`src/rtl/apb_slave_mem.sv`:
```
// APB completer backed by a small register memory, with a fixed number of
// wait states per transfer and error responses for bad or unpowered accesses.
module apb_slave_mem #(
   parameter int ADDR_WIDTH  = 8,
   parameter int DATA_WIDTH  = 8,
   parameter int DEPTH       = 128,
   parameter int WAIT_CYCLES = 1
) (
   input  logic                  PCLK,
   input  logic                  PRESET,
   input  logic                  PSEL,
   input  logic                  PENABLE,
   input  logic                  PWRITE,
   input  logic [ADDR_WIDTH-1:0] PADDR,
   input  logic [DATA_WIDTH-1:0] PWDATA,
   input  logic                  PWAKEUP,
   output logic                  PREADY,
   output logic [DATA_WIDTH-1:0] PRDATA,
   output logic                  PSLVERR
);

   localparam int                IDX_W   = (DEPTH > 1) ? $clog2(DEPTH) : 1;
   localparam logic [ADDR_WIDTH:0] DEPTH_L = (ADDR_WIDTH + 1)'(DEPTH);
   localparam logic [1:0]        WAIT_L  = 2'(WAIT_CYCLES);

   typedef enum logic {IDLE, ACCESS} state_t;

   state_t                state, state_d;
   logic [DATA_WIDTH-1:0] mem [DEPTH];

   logic [IDX_W-1:0]      idx_q;
   logic                  write_q;
   logic [DATA_WIDTH-1:0] wdata_q;
   logic                  err_q;
   logic [1:0]            wcnt, wcnt_d;

   logic                  pready_d, pslverr_d;
   logic [DATA_WIDTH-1:0] prdata_d;
   logic                  setup, respond, mem_we;
   logic                  setup_phase, setup_err;
   logic                  r_write, r_err;
   logic [IDX_W-1:0]      r_idx, paddr_idx;

   assign paddr_idx   = PADDR[IDX_W-1:0];
   assign setup_phase = PSEL && !PENABLE;
   assign setup_err   = ({1'b0, PADDR} >= DEPTH_L) || !PWAKEUP;

   always_comb begin
      state_d   = state;
      wcnt_d    = wcnt;
      pready_d  = PREADY;
      pslverr_d = PSLVERR;
      prdata_d  = PRDATA;
      setup     = 1'b0;
      respond   = 1'b0;
      mem_we    = 1'b0;

      unique case (state)
         IDLE: begin
            pready_d  = 1'b0;
            pslverr_d = 1'b0;
            if (setup_phase) setup = 1'b1;
         end
         ACCESS: begin
            if (!PSEL) begin
               state_d   = IDLE;
               pready_d  = 1'b0;
               pslverr_d = 1'b0;
            end else if (!PENABLE) begin
               setup = 1'b1;
            end else if (!PREADY) begin
               wcnt_d = (wcnt == 2'd0) ? 2'd0 : wcnt - 2'd1;
               if (wcnt <= 2'd1) respond = 1'b1;
            end else begin
               mem_we    = write_q && !err_q;
               state_d   = IDLE;
               pready_d  = 1'b0;
               pslverr_d = 1'b0;
            end
         end
         default: state_d = IDLE;
      endcase

      // A fresh setup (from IDLE or restarting an aborted access) wins over everything else
      if (setup) begin
         state_d   = ACCESS;
         wcnt_d    = WAIT_L;
         pready_d  = 1'b0;
         pslverr_d = 1'b0;
         respond   = (WAIT_L == 2'd0);
      end

      // With zero wait states the response is built from the live setup values
      r_write = setup ? PWRITE    : write_q;
      r_err   = setup ? setup_err : err_q;
      r_idx   = setup ? paddr_idx : idx_q;

      if (respond) begin
         pready_d = 1'b1;
         if (r_write) begin
            pslverr_d = r_err;
         end else if (r_err) begin
            prdata_d  = '0;
            pslverr_d = 1'b1;
         end else begin
            prdata_d  = mem[r_idx];
            pslverr_d = 1'b0;
         end
      end
   end

   always_ff @(posedge PCLK) begin
      if (PRESET) begin
         state   <= IDLE;
         wcnt    <= 2'd0;
         PREADY  <= 1'b0;
         PSLVERR <= 1'b0;
         PRDATA  <= '0;
         idx_q   <= '0;
         write_q <= 1'b0;
         wdata_q <= '0;
         err_q   <= 1'b0;
      end else begin
         state   <= state_d;
         wcnt    <= wcnt_d;
         PREADY  <= pready_d;
         PSLVERR <= pslverr_d;
         PRDATA  <= prdata_d;
         if (setup) begin
            idx_q   <= paddr_idx;
            write_q <= PWRITE;
            wdata_q <= PWDATA;
            err_q   <= setup_err;
         end
      end
   end

   always_ff @(posedge PCLK) begin
      if (PRESET) begin
         for (int i = 0; i < DEPTH; i++) mem[i] <= '0;
      end else if (mem_we) begin
         mem[idx_q] <= wdata_q;
      end
   end

endmodule

```
`config.mk`:
```
export PLATFORM = sky130hd
export DESIGN_NAME = apb_slave_mem
export DESIGN_NICKNAME = d
export VERILOG_FILES = /design/src/rtl/apb_slave_mem.sv
export SDC_FILE = /design/constraint.sdc
export NUM_CORES = 2
export LEC_CHECK = 0
export BUFFER_PORTS_ARGS = -buffer_cell sky130_fd_sc_hd__buf_2
export CORE_MARGIN = 3
export CORE_UTILIZATION = 65
export DETAILED_ROUTE_END_ITERATION = 8
export GPL_TIMING_DRIVEN = 0
export PLACE_DENSITY_LB_ADDON = 0.15
export SYNTH_ARGS = -nofsm -noshare
export SYNTH_HDL_FRONTEND = slang
export SYNTH_SLANG_ARGS = --single-unit
```
`constraint.sdc`:
```
create_clock -name PCLK -period 3.9 [get_ports PCLK]
set_input_delay 0.78 -clock PCLK [delete_from_list [all_inputs] [get_ports PCLK]]
set_output_delay 0.78 -clock PCLK [all_outputs]
set_load 0.005 [all_outputs]
```
# Yosys cells after proc, flatten, opt, wreduce, memory -nomap -nowiden
# Memories as Yosys holds them, arrays and structs flattened.
# Cells that the tools add are included.
# classes
n_addsub	1
magnitude_cmp	2
eq_ne	3
mux	50
bitwise_logic	3
n_reduce_logical	16
# op_table
op	count
two-way mux 1 bit	42
two-way mux 8 bit	2
two-way mux 7 bit	2
inequality test 5 x 3 -> 1 bit, second input constant	2
greater-or-equal comparator 8 bit, second input constant	1
AND reduction 4 bit	2
OR reduction 8 bit	1
case mux 1 bit (2 select lines)	3
nonzero test 2 bit	3
AND reduction 2 bit	2
zero test 1 bit	3
inverter 1 bit	3
less-or-equal comparator 2 x 1 -> 1 bit, second input constant	1
logical AND 1 bit	2
zero test 2 bit	1
two-way mux 2 bit	1
inequality test 2 x 1 -> 1 bit, second input constant	1
OR reduction 2 bit	1
subtractor 2 x 1 -> 2 bit, second input constant	1
logical OR 1 bit	1
# totals
regBits	30
mem_bits_rw	1024
inputBits	22
wordCells	86
mem_count	1
# memory_table
name	depth	word_bits	rd	rd_clocked_by_memory_dff	write_ports	line	rtl
mem	128	8	1	0	128	29	logic [DATA_WIDTH-1:0] mem [DEPTH];

# Depth between registers and ports, before layout
# depth
ltp_word	11
mapped_depth	14
mapped_depth_nobuf	8

# Worst setup path after synthesis
# No wires, ideal clock.
# synth_path
path_kind	input port to flip-flop
startpoint	input PENABLE
endpoint	register PRDATA[4]
setup_time_ns	0.124
arrival_ns	2.716
t_required_ns	3.776
path_slack_ns	1.060
cell_stages	12
n_path_buf	4
path_cell_list	buf_4 -> nor2b_2 -> buf_6 -> mux2_4 -> buf_6 -> nor2_1 -> buf_4 -> a32oi_1 -> and3_1 -> a211o_1 -> a22oi_1 -> nand3_1
# synth_between
elab_chain_len	7
elab_cells_between_ends	17
# synth_lines
item	line	rtl
start, declared	12	input logic PENABLE,
zero test 1 bit	n/a	
logical AND 1 bit	45	assign setup_phase = PSEL && !PENABLE;
two-way mux 1 bit	62	if (setup_phase) setup = 1'b1;
case mux 1 bit (2 select lines)	58	unique case (state)
two-way mux 7 bit / two-way mux 1 bit (equally long branches)	n/a	
memory read (128 x 8 bit) / inverter 1 bit (equally long branches)	n/a	
two-way mux 8 bit / AND reduction 2 bit (equally long branches)	n/a	
end signal, assigned	128	PRDATA <= prdata_d;
end, declared	18	output logic [DATA_WIDTH-1:0] PRDATA,
# Several ways; a longest one is shown, not always the timed one.
# A chain may end at the register's enable or synchronous reset.

# Final worst setup path
# Same ends and word-level chain as after synthesis.

==> flow_metrics.tcl <==
set metrics [dict create \
    antenna_found_initial 12 \
    worstSetupStartpoint "PENABLE" \
    worst-path-buf-inv 4 \
    placementRows 99 \
    routed-via-count 33134 \
    rr_endpoint "mem[96][5]" \
    drt_wl_total_um 156000 \
    cp_max_fo 10 \
    drt_iter0_markers 5526 \
    ir_drop_mv 0.449 \
    layout_commonest_cell "and2_1" \
    setup_viol 10 \
    ios 32 \
    p_clk_share_pct 39.6 \
    synth_area_leader_cell "edfxtp_1" \
    status "complete, but fails checks" \
    cp_data_required_time_ps 4440 \
    max_stage_delay_ps 710 \
    powerDensity_nw_per_um2 468 \
    criticalPathCategory "primary input to register" \
    clock-sinks 1054 \
    die_h_um 280 \
    path_cells "buf_4, nor2b_2, buf_6, mux2i_1, clkbuf_1, nor2_1, clkbuf_1, a22oi_1, nand3_1, nand4_1, nand3_1" \
    routedWlPerCell_um 32.0 \
    firstDrtPassIters 8 \
    worstRegToRegCells 7 \
    gp_congestion 1.04 \
    tns_ps -233 \
    postCtsSetupBuffers 0 \
    synth_cells 3694 \
    ctsResizeCount 0 \
    die_x_um 280 \
    start_util_pct 66.2 \
    path_clk_slew_ps 60 \
    htreeDepth 3 \
    tritoncts "done" \
    final_cell_mix "and2_1, edfxtp_1, nand2_1, clkbuf_1, nor2_1" \
    grt_pass1_vias 31832 \
    final_nets 3850 \
    endpoint "PRDATA[4]" \
    p_int_w 0.0189 \
    cpMaxStageDelayCell "clkbuf_1" \
    max_cap_violations 0 \
    ctsHoldBuffers 0 \
    yosys-top-cells-area "edfxtp_1, and2_1, mux4_2" \
    p_comb_share_pct 8.8 \
    regToRegStartpoint "PREADY" \
    violations "negative setup slack" \
    maxSlewHeadroom_pct 6.98 \
    crit_cells 11 \
    netlist_area_um2 48700 \
    cts-root-buf "clkbuf_16" \
    endpoint_kind "register" \
    grt_first_pass_wirelength_um 221000 \
    critPathLaunchType "primary input" \
    final.min_clock_period_ps 3950 \
    min_from "PWRITE" \
    ys_ff_latch 1054 \
    clk_path_buf_depth 3 \
    final.period_utilization_pct 101 \
    dp_cells 4682 \
    final_cells 4885 \
    synth_seq_area_share_pct 64.4 \
    hold_class "primary input to register" \
    synth_nets 3716 \
    hold_viol_final 0 \
    seqPwrFrac_pct 51.6 \
    ant_nets 0 \
    worst_pin_slew_ps 1400 \
    track_usage_pct 40.1 \
    cts_inserted_buffers 105 \
    grt_overflow 0 \
    ys_types 50 \
    port_buffers 29 \
    die_area_um2 78300 \
    worstSkewPairLatency_ps 690 \
    fmax_mhz 253 \
    drc_errors 0 \
    critical-path-top-delay-family "buffers and inverters" \
    vias_per_cell 6.78 \
    avgSynthCellArea_um2 13.2 \
    fin_ws_ps -47.3 \
    skew_ps 20.6 \
    p_leak_nw 19.2 \
    switching_power_w 0.00608 \
    synth_top_area_share_pct 63.1 \
    worst_ep_arrival_time_ps 4490 \
    synthToLayoutAreaGrowth_pct 9.68 \
    rsz0062_at_grt "no" \
    drive_gt1_share_pct 14.2 \
    grt_start_max_net_pins 20 \
    coreArea_um2 73600 \
    r2r_slack_ps -10 \
    slew_viol_final 0 \
    final_util_pct 72.6 \
    yosysWarnings 0 \
    dp_hpwl_um 113000 \
    switching_share_pct 24.3 \
]
## power by group through the flow
stage	Clock [W]	Combinational [W]	Sequential (W)
floorplan	0	0.00120	0.0131
global placement	0	0.00204	0.0131
detailed placement	0	0.00208	0.0131
CTS	0.00983	0.00209	0.0129
global route	0.0103	0.00222	0.0129
finish	0.00991	0.00220	0.0129
## per-stage QoR
stage	setup slack [ps]	total power, W	area [um^2]	hold WS, ps
after detailed placement	-748	0.0152	50100	479
after global routing	6.20	0.0254	53400	355
after floorplan	1060	0.0143	48700	445
final	-47.3	0.0250	53400	342
after CTS	1.49	0.0248	53400	330
after global placement	-937	0.0151	50100	468
## state kept, by name, indices dropped and copies added, names as in the netlist
name and cells:
state 1, wcnt 2, idx_q 7, wdata_q 8
write_q 1, PRDATA 8, PREADY 1, mem 1024
PSLVERR 1, err_q 1
## cells in the mapped netlist (all sizes together)
master and number:
mux4 130, a222oi 7, mux2i 84, a2111o 1
edfxtp 1024, and2 1029, mux2 2, o21a 1
o41ai 7, o22ai 31, clkbuf 170, nor2 156
a21boi 7, nand4 19, and3 6, nor3 11
a221oi 24, and3b 2, buf 99, a21oi 106
a311oi 8, nand4bb 2, nand2 327, nor4 1
a32oi 33, a21o 10, nand3 100, dfxtp 30
nor2b 18, a211o 6, a31oi 25, o21ai 25
nor4b 2, or4 1, nand2b 4, o22a 1
a211oi 8, or2 130, a22oi 47
## cells by family after synthesis
family | Yosys count | share of synthesized area, %
AND/OR/NAND/NOR | 1808 | 20.5
flip-flops | 1054 | 64.4
AO/OA/AOI/OAI | 347 | 4.83
buffers and inverters | 269 | 2.52
multiplexers | 216 | 7.79
## layer usage
metal / track usage, % / share of wire, %
met4: 18.0 / 5.4
met3: 13.6 / 16
met5: 0 / 0.0083
met1: 55.3 / 36
met2: 58.7 / 43
## worst reg2reg max path: stages (launching register included)
cell and delay, ps:
dfxtp_1 370, nand4_1 100, nor4b_1 610, nor2b_1 320
nand2_1 480, clkbuf_2 700, nor2_1 640, or2_2 370
## how the worst min path moves through the flow
stage | slack, ps | to | depth (start not counted)
finish | 340 | write_q | 3
global route | 350 | state | 2
CTS | 330 | state | 2
detailed placement | 480 | write_q | 2
global placement | 470 | write_q | 2
floorplan | 440 | write_q | 2
## area by class of cell
type,count,area [um^2]
Fill cell,4885,20100
Multi-Input combinational cell,2371,16200
Antenna cell,10,25.0
Clock buffer,141,2830
Sequential cell,1054,31400
Clock inverter,54,465
Timing Repair Buffer,29,145
Buffer,267,1240
Tap cell,959,1200
No activity file was read; power rests on OpenSTA's default activity.
